--- src/rtl/ps2_rx_deframer.sv ---
// PS/2 device-to-host receive front end: synchronises and filters the raw pins,
// then deserialises 11-bit frames and reports one result pulse per attempt.
module ps2_rx_deframer #(
   parameter int FILTER_LEN     = 8,
   parameter int TIMEOUT_CYCLES = 20000
) (
   input  logic        Bus2IP_Clk,
   input  logic        Bus2IP_Resetn,
   input  logic        ps2_clk_in,
   input  logic        ps2_data_in,
   input  logic        rx_enable,
   output logic [7:0]  rx_data,
   output logic [10:0] rx_frame,
   output logic        rx_valid,
   output logic        rx_parity_err,
   output logic        rx_frame_err,
   output logic        rx_timeout,
   output logic        rx_busy
);

   localparam int WD_W = $clog2(TIMEOUT_CYCLES + 1);

   typedef enum logic [1:0] {IDLE, SHIFT, CHECK} state_t;

   state_t            state_q, state_d;
   logic              clk_s1_q, clk_s1_d, clk_s2_q, clk_s2_d;
   logic              dat_s1_q, dat_s1_d, dat_s2_q, dat_s2_d;
   logic              fclk_q, fclk_d;
   logic [7:0]        flt_cnt_q, flt_cnt_d;
   logic [3:0]        count_q, count_d;
   logic [WD_W-1:0]   wd_q, wd_d;
   logic [10:0]       frame_q, frame_d;
   logic [10:0]       rx_frame_q, rx_frame_d;
   logic [7:0]        rx_data_q, rx_data_d;
   logic              valid_q, valid_d, perr_q, perr_d;
   logic              ferr_q, ferr_d, tout_q, tout_d;
   logic              strobe;

   always_comb begin
      state_d    = state_q;
      clk_s1_d   = ps2_clk_in;
      clk_s2_d   = clk_s1_q;
      dat_s1_d   = ps2_data_in;
      dat_s2_d   = dat_s1_q;
      fclk_d     = fclk_q;
      flt_cnt_d  = 8'd0;
      count_d    = count_q;
      wd_d       = wd_q;
      frame_d    = frame_q;
      rx_frame_d = rx_frame_q;
      rx_data_d  = rx_data_q;
      valid_d    = 1'b0;
      perr_d     = 1'b0;
      ferr_d     = 1'b0;
      tout_d     = 1'b0;

      // The filter runs regardless of rx_enable so re-enabling never sees a stale edge.
      if (clk_s2_q != fclk_q) begin
         if (flt_cnt_q + 8'd1 == 8'(FILTER_LEN)) begin
            fclk_d    = clk_s2_q;
            flt_cnt_d = 8'd0;
         end else begin
            flt_cnt_d = flt_cnt_q + 8'd1;
         end
      end
      strobe = fclk_q & ~fclk_d;

      if (!rx_enable) begin
         state_d = IDLE;
         count_d = 4'd0;
         wd_d    = '0;
      end else begin
         case (state_q)
            IDLE: begin
               if (strobe && !dat_s2_q) begin
                  frame_d = 11'd0;
                  count_d = 4'd1;
                  wd_d    = '0;
                  state_d = SHIFT;
               end
            end
            SHIFT: begin
               if (strobe) begin
                  frame_d[count_q] = dat_s2_q;
                  count_d          = count_q + 4'd1;
                  wd_d             = '0;
                  if (count_q == 4'd10) state_d = CHECK;
               end else if (wd_q == WD_W'(TIMEOUT_CYCLES - 1)) begin
                  tout_d  = 1'b1;
                  count_d = 4'd0;
                  wd_d    = '0;
                  state_d = IDLE;
               end else begin
                  wd_d = wd_q + 1'b1;
               end
            end
            CHECK: begin
               rx_frame_d = frame_q;
               rx_data_d  = frame_q[8:1];
               // Stop error outranks parity; parity is odd over data plus parity bit.
               if (!frame_q[10])       ferr_d  = 1'b1;
               else if (!(^frame_q[9:1])) perr_d = 1'b1;
               else                    valid_d = 1'b1;
               count_d = 4'd0;
               state_d = IDLE;
            end
            default: state_d = IDLE;
         endcase
      end
   end

   always_ff @(posedge Bus2IP_Clk or negedge Bus2IP_Resetn) begin
      if (!Bus2IP_Resetn) begin
         state_q    <= IDLE;
         clk_s1_q   <= 1'b1;
         clk_s2_q   <= 1'b1;
         dat_s1_q   <= 1'b1;
         dat_s2_q   <= 1'b1;
         fclk_q     <= 1'b1;
         flt_cnt_q  <= 8'd0;
         count_q    <= 4'd0;
         wd_q       <= '0;
         frame_q    <= 11'd0;
         rx_frame_q <= 11'd0;
         rx_data_q  <= 8'd0;
         valid_q    <= 1'b0;
         perr_q     <= 1'b0;
         ferr_q     <= 1'b0;
         tout_q     <= 1'b0;
      end else begin
         state_q    <= state_d;
         clk_s1_q   <= clk_s1_d;
         clk_s2_q   <= clk_s2_d;
         dat_s1_q   <= dat_s1_d;
         dat_s2_q   <= dat_s2_d;
         fclk_q     <= fclk_d;
         flt_cnt_q  <= flt_cnt_d;
         count_q    <= count_d;
         wd_q       <= wd_d;
         frame_q    <= frame_d;
         rx_frame_q <= rx_frame_d;
         rx_data_q  <= rx_data_d;
         valid_q    <= valid_d;
         perr_q     <= perr_d;
         ferr_q     <= ferr_d;
         tout_q     <= tout_d;
      end
   end

   assign rx_data       = rx_data_q;
   assign rx_frame      = rx_frame_q;
   assign rx_valid      = valid_q;
   assign rx_parity_err = perr_q;
   assign rx_frame_err  = ferr_q;
   assign rx_timeout    = tout_q;
   assign rx_busy       = (state_q != IDLE);

endmodule

--- config.mk ---
export PLATFORM = sky130hd
export DESIGN_NAME = ps2_rx_deframer
export DESIGN_NICKNAME = d
export VERILOG_FILES = /design/src/rtl/ps2_rx_deframer.sv
export SDC_FILE = /design/constraint.sdc
export NUM_CORES = 1
export LEC_CHECK = 0
export CORE_ASPECT_RATIO = 0.9
export CORE_MARGIN = 5
export CORE_UTILIZATION = 40
export CTS_CLUSTER_DIAMETER = 120
export DETAILED_ROUTE_END_ITERATION = 10
export HOLD_SLACK_MARGIN = 0.15
export SLEW_MARGIN = 10
export SYNTH_ARGS = -nofsm -noshare
export SYNTH_HDL_FRONTEND = slang
export SYNTH_SLANG_ARGS = --single-unit
--- constraint.sdc ---
create_clock -name Bus2IP_Clk -period 2.6 [get_ports Bus2IP_Clk]
set_input_delay 0.39 -clock Bus2IP_Clk [delete_from_list [all_inputs] [get_ports Bus2IP_Clk]]
set_output_delay 0.39 -clock Bus2IP_Clk [all_outputs]
set_load 0.02 [all_outputs]
## Word level (Yosys, flattened, before mapping)

Index checks and enable logic that the tools add are counted.

| cells by class | value |
|---|---|
| add/sub/neg operators | 3 |
| equality and inequality tests | 13 |
| bitwise operators | 2 |
| muxes and demuxes | 41 |
| reduce and logical (&&, ||, !) cells | 12 |
| magnitude comparators | 2 |

Operators by type and width:

| operator | number |
|---|---|
| $mux 15 | 4 |
| $pmux 15 s2 | 1 |
| $mux 11 | 2 |
| $pmux 11 s2 | 1 |
| $mux 1 | 18 |
| $mux 4 | 4 |
| $mux 8 | 2 |
| $add 15x1->15 const B | 1 |
| $eq 15x15->1 const B | 1 |
| $pmux 4 s3 | 1 |
| $bwmux 11 | 1 |
| $mux 2 | 5 |
| $reduce_xor 9->1 | 1 |
| $add 8x1->8 const B | 1 |
| $eq 8x4->1 const B | 1 |
| $ne 4x4->1 const B | 2 |
| $reduce_and 3->1 | 2 |
| $lt 4x5->1 const B | 1 |
| $add 4x1->4 const B | 1 |
| $demux 1 s4 | 1 |
| $eq 4x4->1 const B | 1 |
| $ge 4x1->1 const B | 1 |
| $ne 2x2->1 const B | 2 |
| $ne 4x1->1 const B | 1 |
| 14 further kinds | 17 |

| storage, ports and cells | value |
|---|---|
| flip-flop bits (word level) | 68 |

## Logic depth before layout (Yosys ltp)

Gate-level depths: netlist of run 1.

| logic depth | value |
|---|---|
| depth after elaboration | 10 |
| depth in mapped cells | 9 |
| gate-level depth less buffers | 7 |

## Least setup slack after synthesis of run 1

Ideal clock, no wire load.

| timing path | value |
|---|---|
| path kind | register to register |
| start | register fclk_q |
| end | register wd_q[4] |
| clock period less this slack | 2104 ps |
| buffers on the path | 0 |
| library setup time | 82 ps |
| arrival | 2022 ps |
| cell stages (with the launch flop) | 6 |
| path slack | 496 ps |
| cell sequence | dfstp_2 > or4b_1 > nor4_1 > a31oi_1 > or4_1 > o22ai_1 |

| on the way | value |
|---|---|
| cells in the longest elaborated chain, start to end | 7 |

RTL lines:

| element | line | source |
|---|---|---|
| start: declaration | 28 | `logic fclk_q, fclk_d;` |
| start signal: assignment | 136 | `fclk_q <= fclk_d;` |
| $mux 1 / $ne 1x1->1 (equally long branches) | 59, 58 |  |
| $mux 1 | 58 | `if (clk_s2_q != fclk_q) begin` |
| $not 1->1 | 66 | `strobe = fclk_q & ~fclk_d;` |
| $and 1x1->1 (*) | 66 |  |
| $mux 15 / $logic_and 1x1->1 (equally long branches) | 83, 75 |  |
| $pmux 15 s2 / $ne 3x3->1 (equally long branches) | n/a |  |
| $mux 15 / $reduce_and 2->1 (equally long branches) | n/a |  |
| end signal: assignment | 139 | `wd_q <= wd_d;` |
| end: declaration | 31 | `logic [WD_W-1:0] wd_q, wd_d;` |

Mark *: on every way between the ends. The rest lies on a longest branch, timed or not.
A chain may end at the register's enable or synchronous reset.

## Final worst setup path of run 1

| timing path | value |
|---|---|
| start | register state_q[0] |
| end | output rx_busy |

| on the way | value |
|---|---|
| cells in the longest elaborated chain, start to end | 1 |

RTL lines:

| element | line | source |
|---|---|---|
| start: declaration | 25 | `state_t state_q, state_d;` |
| start signal: assignment | 131 | `state_q <= state_d;` |
| $reduce_bool 2->1 | 156 | `assign rx_busy = (state_q != IDLE);` |
| end: declaration | 18 | `output logic rx_busy` |

Every way passes these cells.

==> impl_metrics.tcl, run 1 <==
set metrics [dict create \
    relSlewSlack_pct 55.8 \
    tns_ns 0 \
    syn2layout_area_growth_pct 17.0 \
    synthArstFlopShare_pct 100 \
    cts_root_buf "clkbuf_8" \
    first_iter_violations 156 \
    synth_area_um2 3230 \
    grt_pass1_wl_um 11900 \
    cp_max_fo 12 \
    hold_end "dat_s2_q" \
    yosys-top-cells-area "dfrtp_1 (43%), nand2_1 (4.9%), mux2_2 (4.2%)" \
    cts_tree "yes" \
    ff2ff_setup_slack_ns 0.25 \
    finalSetupViolations 0 \
    drt_first_pass_iters 4 \
    grtUsageTotal_pct 14.8 \
    cts.sink_count 60 \
    drt-wirelength-per-cell_um 14.7 \
    io_buffers 28 \
    vias_per_cell 5.52 \
    comb_power_share_pct 4.3 \
    start_kind "register" \
    crit_type "register to primary output" \
    max_freq_mhz 410 \
    power_density_nw_per_um2 475 \
    p_sw_share_pct 24.2 \
    skew_ns 0.0103 \
    synth_top_area_cell "dfrtp_1" \
    rsz0062_at_grt "no" \
    slew_violations 0 \
    regToRegEndpoint "wd_q[4]" \
    worst_ep_arrival_time_ns 2.05 \
    synth_cell_types 47 \
    ctsResizeCount 0 \
    pwr-share-seq_pct 53.2 \
    hold_buffers 1 \
    clock_latency_ns 0.35 \
    ys_ff_latch 60 \
    synth_top_area_share_pct 42.6 \
    clock_tree.buffer_depth 2 \
    numCtsBuffers 9 \
    drc 0 \
    core_area_um2 7950 \
    grt_pass1_vias 2463 \
    fin_cells 466 \
    avgSynthCellArea_um2 9.59 \
    hold_path.class "register to register" \
    yosysSeqAreaShare_pct 46.7 \
    maxCapViolations 0 \
    clk_pin_slew_ns 0.07 \
    power.internal_uw 1360 \
    p_leak_uw 0.00158 \
    dp_cells 450 \
    hold_viol 0 \
    min_period_ns 2.44 \
    die-area_um2 9980 \
    wl_um 6830 \
    io_pins 29 \
    final_nets 378 \
    antenna_found_initial 0 \
    drive_above_1_share_pct 13.4 \
    postCtsSetupRepairBufs 0 \
    synth_nets 352 \
    synthFlopType "dfrtp_1" \
    synth_warnings 0 \
    fp-row-count 31 \
    layout_setup_ws_ns 0.163 \
    via_count 2571 \
    h-tree-depth 3 \
    die_y_um 95.3 \
    place_ws_ns 0.303 \
    worstReg2RegStart "fclk_q" \
    diodes 0 \
    grt_overflow 0 \
    gp_congestion 0.796 \
    power_frac_clock_pct 42.5 \
    power.switching_uw 435 \
    ir_worst_vdd_mv 0.319 \
    grt_max_degree 61 \
    reg2reg_depth 5 \
    min-delay-start "dat_s1_q" \
    synth_edf_count 0 \
    antenna_left 0 \
    final.period_utilization_pct 93.7 \
    endpoint_kind "primary output" \
    chipWidth_um 105 \
    tightest_slew_ns 0.658 \
    initial_core_util_pct 40.6 \
    cp.required_ns 2.21 \
    min_path_cells 0 \
    syn_inst 337 \
    status "finished, final reports clean" \
    hpwl_um 4730 \
]
[layout by cell type, fill, tap and decap left out, types with 6 or more instances in the layout]
cell | netlist | routed
mux2_2 | 12 | 12
buf_4 | 8 | 8
nand3_1 | 15 | 15
inv_1 | 18 | 18
o21ai_0 | 24 | 24
ha_1 | 10 | 10
dfrtp_1 | 55 | 55
clkbuf_8 | 0 | 11
clkdlybuf4s50_1 | 0 | 27
xnor2_1 | 8 | 8
a31oi_1 | 14 | 14
nand2_1 | 42 | 42
nor2_1 | 15 | 15
a22o_1 | 11 | 11
nand4_1 | 17 | 17
nor3_1 | 6 | 6
[power groups by stage]
| stage | Sequential [µW] | Clock, µW | Combinational [µW] |
|---|---|---|---|
| 2_1_floorplan | 970 | 0 | 38.4 |
| 3_3_place_gp | 972 | 0 | 78.6 |
| 3_5_place_dp | 973 | 0 | 78.8 |
| 4_1_cts | 955 | 791 | 80.5 |
| 5_1_grt | 956 | 841 | 90.1 |
| 6_report | 955 | 763 | 78.1 |
[logic make-up after synthesis]
family,share of synthesized area [%]
compound gates,14.1
xor+xnor,3.52
fa+ha+maj,3.87
buf+inv,5.81
flops,46.7
mux,5.73
simple gates,20.4
[layer usage]
layer	share of wire [%]	GRT usage (%)	vias up	wire length [µm]
li1	-	-	1274	-
met1	48	18.8	1230	3280
met2	45	23.7	55	3080
met3	5.4	5.35	12	371
met4	1.4	4.58	0	98
met5	0	0	-	0
[cell type report]
class / instances / area, µm²
fill: 777 / 4170
multi-input combinational: 235 / 1540
sequential: 60 / 1510
timing repair buffer: 38 / 365
clock buffer: 11 / 151
tap: 99 / 124
inverter: 19 / 71.3
clock inverter: 4 / 25.0
[cells in the mapped netlist (6+ instances only)]
cell type  number
nand4_1        17
nor2_1         15
ha_1           10
nand2_1        42
dfrtp_1        55
nand3_1        15
nor3_1          6
o21ai_0        24
buf_4           8
clkbuf_1       15
mux2_2         12
xnor2_1         8
a22o_1         11
a31oi_1        14
inv_1          18
[worst max-delay path: stages (launching register included)]
cell	delay, ns
dfrtp_1	0.38
inv_1	0.13
ha_1	0.46
clkinv_1	0.16
clkdlybuf4s50_1	0.56
[per-stage QoR]
step,hold slack (ns),total power [µW],instance area [µm²],util (%)
2_1_floorplan,0.0944,1010,3230,-
3_3_place_gp,0.345,1050,3590,45.2
3_5_place_dp,0.347,1050,3590,45.2
4_1_cts,0.357,1830,3780,47.6
5_1_grt,0.360,1890,3780,47.6
6_report,0.356,1800,3780,47.6
[worst max-delay path by stage]
stage / startpoint / end / slack [ns] / cells after the start
3_5_place_dp: fclk_q / wd_q[4] / 0.30 / 5
2_1_floorplan: fclk_q / wd_q[4] / 0.50 / 5
4_1_cts: state_q[0] / rx_busy / 0.14 / 4
6_report: state_q[0] / rx_busy / 0.16 / 4
5_1_grt: state_q[0] / rx_busy / 0.04 / 4
3_3_place_gp: fclk_q / wd_q[4] / 0.40 / 5
[sequential cells by signal (all words and copies together), names as in the netlist]
name	count
rx_frame	11
clk_s2_q	1
dat_s2_q	1
frame_q	11
rx_valid	1
flt_cnt_q	8
state_q	2
rx_frame_err	1
clk_s1_q	1
rx_parity_err	1
rx_timeout	1
dat_s1_q	1
count_q	4
fclk_q	1
wd_q	15
Note: power is estimated with default switching activity, not from simulation.
==> run 2: changes to the inputs <==
CORE_MARGIN = not set   (was 5)
==> impl_metrics.tcl, run 2 (synthesis results as in run 1) <==
set metrics [dict create \
    cts_root_buf "clkbuf_8" \
    wl_um 6910 \
    layout_setup_ws_ns 0.207 \
    min_period_ns 2.39 \
    postCtsSetupRepairBufs 0 \
    antenna_found_initial 0 \
    h-tree-depth 3 \
    finalSetupViolations 0 \
    placed_area_um2 3570 \
    clock_tree.buffer_depth 2 \
    fp-row-count 30 \
    die-area_um2 8440 \
    grt_pass1_vias 2421 \
    grt_overflow 0 \
    met1Wirelength_um 3310 \
    worst_ep_arrival_time_ns 2.00 \
    hold_buffers 0 \
    gp_congestion 0.833 \
    chipWidth_um 96.8 \
    cp.required_ns 2.21 \
    reg2reg_depth 5 \
    most-common-layout-cells "dfrtp_1 (55), nand2_1 (42), clkdlybuf4s50_1 (27)" \
    final_nets 376 \
    clock_latency_ns 0.35 \
    tightest_slew_ns 0.743 \
    hpwl_um 4660 \
    cts_tree "yes" \
    skew_ns 0.00900 \
    total_power_uw 2080 \
    fin_cells 462 \
    stdcell_area_um2 3820 \
    crit_buf_inv 3 \
    pwr-share-seq_pct 45.9 \
    drt-wirelength-per-cell_um 14.9 \
    relSlewSlack_pct 50.5 \
    cts.sink_count 60 \
    dp_cells 446 \
    ir_worst_vdd_mv 0.509 \
    p_sw_share_pct 21.6 \
    initial_core_util_pct 42.0 \
    crit_start "state_q[1]" \
    power_density_nw_per_um2 545 \
    io_buffers 28 \
    drt_first_pass_iters 4 \
    status "finished, final reports clean" \
    diodes 0 \
    ctsResizeCount 0 \
    syn2layout_area_growth_pct 18.2 \
    grt_pass1_wl_um 11800 \
    highest_layer "met4" \
    hold_path.class "input pin to asynchronous set/reset pin" \
    comb_power_share_pct 3.6 \
    hold_viol 0 \
    grt_max_degree 61 \
    via_count 2589 \
    crit_type "register to primary output" \
    io_pins 29 \
    max_stage_delay_ns 0.56 \
    endpoint_kind "primary output" \
    rsz0062_at_grt "no" \
    start_kind "register" \
    first_iter_violations 160 \
    regMostFlops "wd_q" \
    final_common_cell "dfrtp_1" \
    vias_per_cell 5.60 \
    place_ws_ns 0.335 \
    largest_reg_flops 15 \
    power_frac_clock_pct 50.6 \
    cp_max_fo 12 \
    antenna_left 0 \
    core_area_um2 7690 \
    max_freq_mhz 418 \
    worstReg2RegStart "fclk_q" \
    power.internal_uw 1630 \
    cpLargestDelayFamily "buffers and inverters" \
    cp_cell_sequence "inv_1, ha_1, clkinv_1, clkdlybuf4s50_1" \
    power.switching_uw 450 \
    ff2ff_setup_slack_ns 0.26 \
    drive_above_1_share_pct 13.4 \
    drc 0 \
    maxCapViolations 0 \
    grtUsageTotal_pct 17.6 \
    final.period_utilization_pct 92.0 \
    tns_ns 0 \
    numCtsBuffers 9 \
    die_y_um 87.3 \
    regToRegEndpoint "wd_q[4]" \
    clk_pin_slew_ns 0.07 \
    cp_slowest_cell "clkdlybuf4s50_1" \
    slew_violations 0 \
    met2_length_um 3140 \
    wl_met3_um 353 \
    p_leak_uw 0.00161 \
]
run 2: changes by cell type in the layout (fill, tap and decap cells not counted), sizes merged:
| cell | change |
|---|---|
| buf | -1 |
| bufinv | +3 |
| clkbuf | -1 |
| clkinvlp | -1 |
| dlygate4sd3 | -1 |
run 2: how the worst max path moves through the flow:
stage	endpoint	slack (ns)	depth (start not counted)
finish	rx_busy	0.21	4
floorplan	wd_q[4]	0.50	5
CTS	rx_busy	0.18	4
global placement	frame_q[9]	0.35	5
detailed placement	wd_q[4]	0.33	5
global route	rx_busy	0.03	4
run 2: worst reg2reg max path, cell delays in order (launching register included):
cell     delay [ns]
dfstp_2        0.56
or4b_1         0.43
nor4_1         0.41
a31oi_1        0.22
or4_1          0.50
o22ai_1        0.15
run 2: layout make-up:
cell class	instances	area, µm²
clock inverters	6	111
fillers	694	3870
multi-input cells	235	1540
flip-flops and latches	60	1510
inverters	19	71.3
well taps	96	120
repair buffers	36	335
clock buffers	10	138
run 2: routing by layer:
layer,GRT usage (%),vias to the layer above
li1,-,1263
met1,23.4,1233
met3,4.49,10
met2,27.6,83
met5,0,-
met4,7.19,0
run 2: metrics by stage:
| step | utilization (%) | hold WS (ns) |
|---|---|---|
| 2_1_floorplan | - | 0.0944 |
| 3_3_place_gp | 46.4 | 0.345 |
| 3_5_place_dp | 46.4 | 0.347 |
| 4_1_cts | 49.6 | 0.227 |
| 5_1_grt | 49.6 | 0.266 |
| 6_report | 49.6 | 0.198 |
run 2: power groups by stage:
stage	Sequential (µW)	Clock [µW]	Combinational, µW
finish	955	1050	73.9
floorplan	970	0	38.4
CTS	955	1080	75.8
global placement	973	0	74.6
global route	956	1120	85.8
detailed placement	973	0	75.6
